## config.mk

```make
export PLATFORM = sky130hd
export DESIGN_NAME = vx_priority_iterator
export DESIGN_NICKNAME = d
export VERILOG_FILES = /design/src/rtl/vx_priority_iterator.sv
export SDC_FILE = /design/constraint.sdc
export NUM_CORES = 1
export LEC_CHECK = 0
export CAP_MARGIN = 20
export CORE_AREA = 5 5 42 44
export CTS_CLUSTER_DIAMETER = 50
export CTS_CLUSTER_SIZE = 30
export DETAILED_ROUTE_END_ITERATION = 16
export DIE_AREA = 0 0 47 49
export HOLD_SLACK_MARGIN = 0.02
export PLACE_DENSITY = 0.57
export SETUP_SLACK_MARGIN = 0.15
export SYNTH_ARGS = -nofsm -noshare
export SYNTH_HDL_FRONTEND = slang
export SYNTH_SLANG_ARGS = --single-unit
export TNS_END_PERCENT = 20
```

## constraint.sdc

```tcl
create_clock -name clk -period 4.2 [get_ports clk]
set_input_delay 0.42 -clock clk [delete_from_list [all_inputs] [get_ports clk]]
set_output_delay 0.42 -clock clk [all_outputs]
set_load 0.01 [all_outputs]
```

## src/rtl/vx_priority_iterator.sv

```systemverilog
// vx_priority_iterator: drains an N-bit request mask over one or more beats,
// emitting up to M set-bit indices per beat in priority order.
module vx_priority_iterator #(
   parameter int N = 4,
   parameter int M = 1,
   parameter int REVERSE = 0,
   parameter int LN = (N > 1) ? $clog2(N) : 1,
   parameter int LM = $clog2(M + 1)
) (
   input  logic            clk,
   input  logic            reset,
   input  logic            valid_in,
   input  logic [N-1:0]    data_in,
   output logic            ready_in,
   output logic            valid_out,
   output logic [M*LN-1:0] index_out,
   output logic [M-1:0]    lane_mask,
   output logic [LM-1:0]   count_out,
   output logic            last_out,
   input  logic            ready_out
);
   typedef enum logic {IDLE, BUSY} state_t;
   state_t state_q, state_d;
   logic [N-1:0] pend, pend_d, rem, pick;
   logic [LN-1:0] sel;
   logic found, last;
   // M-deep cascade of priority picks; each pick clears its bit for the next lane
   always_comb begin
      rem = pend;
      index_out = '0;
      lane_mask = '0;
      count_out = '0;
      found = 1'b0;
      sel = '0;
      pick = '0;
      for (int k = 0; k < M; k++) begin
         found = 1'b0;
         sel = '0;
         pick = '0;
         for (int i = 0; i < N; i++) begin
            if (!found && rem[(REVERSE != 0) ? N - 1 - i : i]) begin
               found = 1'b1;
               sel = LN'((REVERSE != 0) ? N - 1 - i : i);
               pick[(REVERSE != 0) ? N - 1 - i : i] = 1'b1;
            end
         end
         rem = rem & ~pick;
         index_out[k*LN +: LN] = sel;
         lane_mask[k] = found;
         count_out = count_out + LM'(found);
      end
      last = (rem == '0);
   end
   always_comb begin
      valid_out = (state_q == BUSY);
      last_out = valid_out && last;
      ready_in = !valid_out || (ready_out && last_out);
      state_d = state_q;
      pend_d = pend;
      if (valid_in && ready_in) begin
         state_d = BUSY;
         pend_d = data_in;
      end else if (valid_out && ready_out) begin
         state_d = last ? IDLE : BUSY;
         pend_d = last ? '0 : rem;
      end
   end
   always_ff @(posedge clk) begin
      if (reset) begin
         state_q <= IDLE;
         pend <= '0;
      end else begin
         state_q <= state_d;
         pend <= pend_d;
      end
   end
endmodule

```

# Yosys cells after proc, flatten, opt, wreduce, memory -nomap -nowiden

Cells that the tools add are included.

Mux-type cells: 16
Bitwise operators: 2
Reductions and logical operators: 14

Operators with widths:

| kind                | count |
|---|---|
| $mux W4             | 3 |
| $mux W1             | 11 |
| $logic_and A1 B1 Y1 | 7 |
| $and A4 B4 Y4       | 1 |
| $logic_not A1 Y1    | 4 |
| $logic_not A4 Y1    | 1 |
| $mux W2             | 2 |
| $not A4 Y4          | 1 |
| $reduce_bool A2 Y1  | 1 |
| $logic_or A1 B1 Y1  | 1 |

Input port bits: 8
Register bits after elaboration: 5
Output and inout bits: 7

# Depth between registers and ports, before layout

Depth in word-level cells: 18
Depth in mapped cells: 5
Gate-level depth less buffers: 4

# Worst setup path before layout

No wires, ideal clock.

Kind: flip-flop to output port
From: reg pend[0]
To: out lane_mask
Buffers on the path: 2
Path slack: 2656 ps
Data arrival time: 1124 ps
Stages on the path, launching flop included: 5
Data required time: 3780 ps
Path through: dfxtp_1 > buf_6 > nor3_1 > or2b_1 > buf_4

Word-level cells in the longest chain between the ends: 10

Ends and longest elaborated chain:

| what                   | line | RTL |
|---|---|---|
| start, declared        | 24   | `logic [N-1:0] pend, pend_d, rem, pick;` |
| start signal, assigned | 74   | `pend <= pend_d;` |
| $mux W1 (*)            | 41   | `if (!found && rem[(REVERSE != 0) ? N - 1 - i : i]) begin` |
| $logic_not A1 Y1       | 41   |  |
| $logic_and A1 B1 Y1    | 41   |  |
| $mux W1 (*)            | 41   |  |
| $logic_not A1 Y1       | 41   |  |
| $logic_and A1 B1 Y1    | 41   |  |
| $mux W1 (*)            | 41   |  |
| $logic_not A1 Y1       | 41   |  |
| $logic_and A1 B1 Y1    | 41   |  |
| $mux W1 (*)            | 41   |  |
| end, declared          | 17   | `output logic [M-1:0] lane_mask,` |

Mark *: on every way between the ends. The rest lies on a longest branch, timed or not.

# Final worst setup path

From: reg pend[0]
To: out ready_in

Word-level cells in the longest chain between the ends: 16
Elaborated cells between the ends (all ways): 18
Classes of those cells: mux: 6; bitwise: 2; reduce/logical: 10

Ends and longest elaborated chain:

| what                    | line | RTL |
|---|---|---|
| $mux W1                 | 41   |  |
| $logic_not A1 Y1        | 41   |  |
| $logic_and A1 B1 Y1     | 41   |  |
| $mux W1                 | 41   |  |
| $logic_not A1 Y1        | 41   |  |
| $logic_and A1 B1 Y1     | 41   |  |
| $mux W1                 | 41   |  |
| $logic_not A1 Y1        | 41   |  |
| $logic_and A1 B1 Y1     | 41   |  |
| $mux W1                 | 41   |  |
| $not A4 Y4              | 47   | `rem = rem & ~pick;` |
| $and A4 B4 Y4 (*)       | 47   |  |
| $logic_not A4 Y1 (*)    | 52   | `last = (rem == '0);` |
| $logic_and A1 B1 Y1 (*) | 56   | `last_out = valid_out && last;` |
| $logic_and A1 B1 Y1 (*) | 57   | `ready_in = !valid_out \|\| (ready_out && last_out);` |
| $logic_or A1 B1 Y1 (*)  | 57   |  |
| end, declared           | 14   | `output logic ready_in,` |

Marks and branches as above.

==> results.json <==
{
  "initial_core_util_pct": 24.3,
  "clk_latency_ps": 240,
  "period_needed_ps": 2340,
  "cts_root_buf": "clkbuf_4",
  "p_per_area_mw_per_mm2": 329,
  "cts.sinks": 5,
  "slew_violations": 0,
  "fmax_ghz": 0.427,
  "num_rows": 14,
  "max_cap_viol_count": 0,
  "worst_slack_ps": 1860,
  "design_power_total_w": 0.000167,
  "syn_area_um2": 340,
  "die_h_um": 49,
  "viasPerCell": 4.82,
  "synthTopCellsByCount": "nor2_1, dfxtp_1, nand2_1",
  "yosys_warnings": 0,
  "status": "completed",
  "worstSetupStartpointType": "flop",
  "ys.flop_type": "dfxtp_1",
  "diodes": 0,
  "rsz0062_at_grt": "no",
  "fillers": 158,
  "synthesis.nets": 49,
  "synth.avg_cell_area_um2": 8.30,
  "syn2layout_area_growth_pct": 49.3,
  "clock_skew_ps": 2.22,
  "antenna_left": 0,
  "dr_total_vias": 352,
  "grt_use_total_pct": 7.25,
  "core_mm2": 0.00140,
  "cts_inserted_buffers": 3,
  "grtUsageMet2_pct": 9.05,
  "synthCells": 41,
  "hold_viol": 0,
  "finalSetupViolations": 0,
  "yosysTopAreaCellShare_pct": 29.4,
  "crit_arrival_ps": 1920,
  "routabilityCongestion": 0.697,
  "wl_per_cell_um": 11.1,
  "leakage_nw": 0.193,
  "cts_tree": "built",
  "cts_resized": 0,
  "crit_required_ps": 3780,
  "synth_most_common_cell": "nor2_1",
  "async_flop_share_pct": 0,
  "worstHoldPathType": "reg2reg",
  "cp_max_fo": 8,
  "clkTransAtPathRegs_ps": 40,
  "fin_tns_setup_ps": 0,
  "cts_hold_buf": 0,
  "grt_pass1_wl_um": 1190,
  "synth_area_leaders": "dfxtp_1, nor2_1, o311a_4",
  "dp.final_hpwl_um": 634,
  "firstDrtPassIters": 4,
  "yosysTopAreaCell": "dfxtp_1",
  "overflow": 0,
  "clock_path_buffers": 2,
  "nNetsFinal": 66,
  "die_area_mm2": 0.00230,
  "finalCritPeriodShare_pct": 55.8,
  "die_x_um": 47,
  "numPortBuffers": 14,
  "postLayoutCoreUtil_pct": 36.3,
  "ys_types": 24,
  "crit_type": "reg2out",
  "cts_setup_buffers": 0,
  "grt_max_degree": 9,
  "antenna_found_initial": 0,
  "pin_count": 15,
  "relSlewSlack_pct": 75.8,
  "met3_usage_pct": 5.90,
  "place_ws_ps": 2110,
  "routed_wl_um": 810,
  "drive_above_1_share_pct": 8.77,
  "worst_slew_pin_slew_ps": 360,
  "htreeDepth": 1,
  "cp-end-kind": "output pin",
  "drc": 0,
  "synth_edf_count": 0,
  "grt_pass1_vias": 293,
  "drt-initial-drc-count": 9,
  "met1_usage_pct": 9.65,
  "ir_worst_vdd_mv": 0.169,
  "ys_ff_latch": 5,
  "seq_area_frac_synth_pct": 29.4,
  "holdWs_ps": 576,
  "top_usage_layer": "met1"
}
-- registers in the layout, summed over array words and instances, names as in the netlist --
name / flops
pend: 4
valid_out: 1
-- stage by stage --
| stage | std cells | cell area [um2] |
|---|---|---|
| 3_5_place_dp | 69 | 482 |
| 2_1_floorplan | 41 | 340 |
| 6_report | 73 | 508 |
| 3_3_place_gp | 69 | 482 |
| 4_1_cts | 73 | 508 |
| 5_1_grt | 73 | 508 |
-- routing by layer --
layer  up-vias  wire (um)
met2        17        343
met4         0          0
met1       153        376
li1        182          -
met3         0         90
met5         -          0
-- worst max-delay path, cell delays in order (launching register included) --
cell and delay (ps):
dfxtp_1 450, nor3_1 130, or3b_1 410, a21bo_1 210, clkdlybuf4s50_1 480
-- worst paths after layout --
check | slack, ps | cells past startpoint | to | start
setup / recovery | 1860 | 4 | ready_in | pend[0]
hold reg to reg | 580 | 2 | pend[3] | pend[3]
setup reg to reg | 2700 | 4 | pend[1] | pend[0]
hold / removal | 580 | 2 | pend[3] | pend[3]
-- layout by cell type, fill, tap and decap left out, types with 2 or more instances in the layout --
cell and n:
clkbuf_4 3, nor2_1 7, nand2_1 4, inv_1 2, nand2b_1 2, a211oi_1 2
a21oi_1 2, dfxtp_1 5, clkdlybuf4s50_1 14
-- layout make-up --
class / instances / area, um2 / share of cell area [%]
Multi-Input combinational cell: 32 / 214 / 42.1
Inverter: 2 / 7.51 / 1.48
Timing Repair Buffer: 14 / 140 / 27.6
Sequential cell: 5 / 100 / 19.7
Tap cell: 16 / 20.0 / 3.94
Clock buffer: 4 / 26.3 / 5.17
-- cells by family (layout without fill, tap and decap cells) --
logic type	Yosys count	after routing	synth area share, %
flops	5	5	29.4
buf+inv	4	20	7.72
simple gates	20	20	29.4
mux	1	1	2.94
compound gates	11	11	30.5
-- power by group --
part	switching, W	leakage, nW	internal, W
Clock	0.0000185	0.0150	0.0000358
Combinational	0.0000226	0.137	0.0000321
Sequential	0.00000675	0.0414	0.0000516
Total	0.0000478	0.193	0.000119
Note: power is estimated with default switching activity, not from simulation.
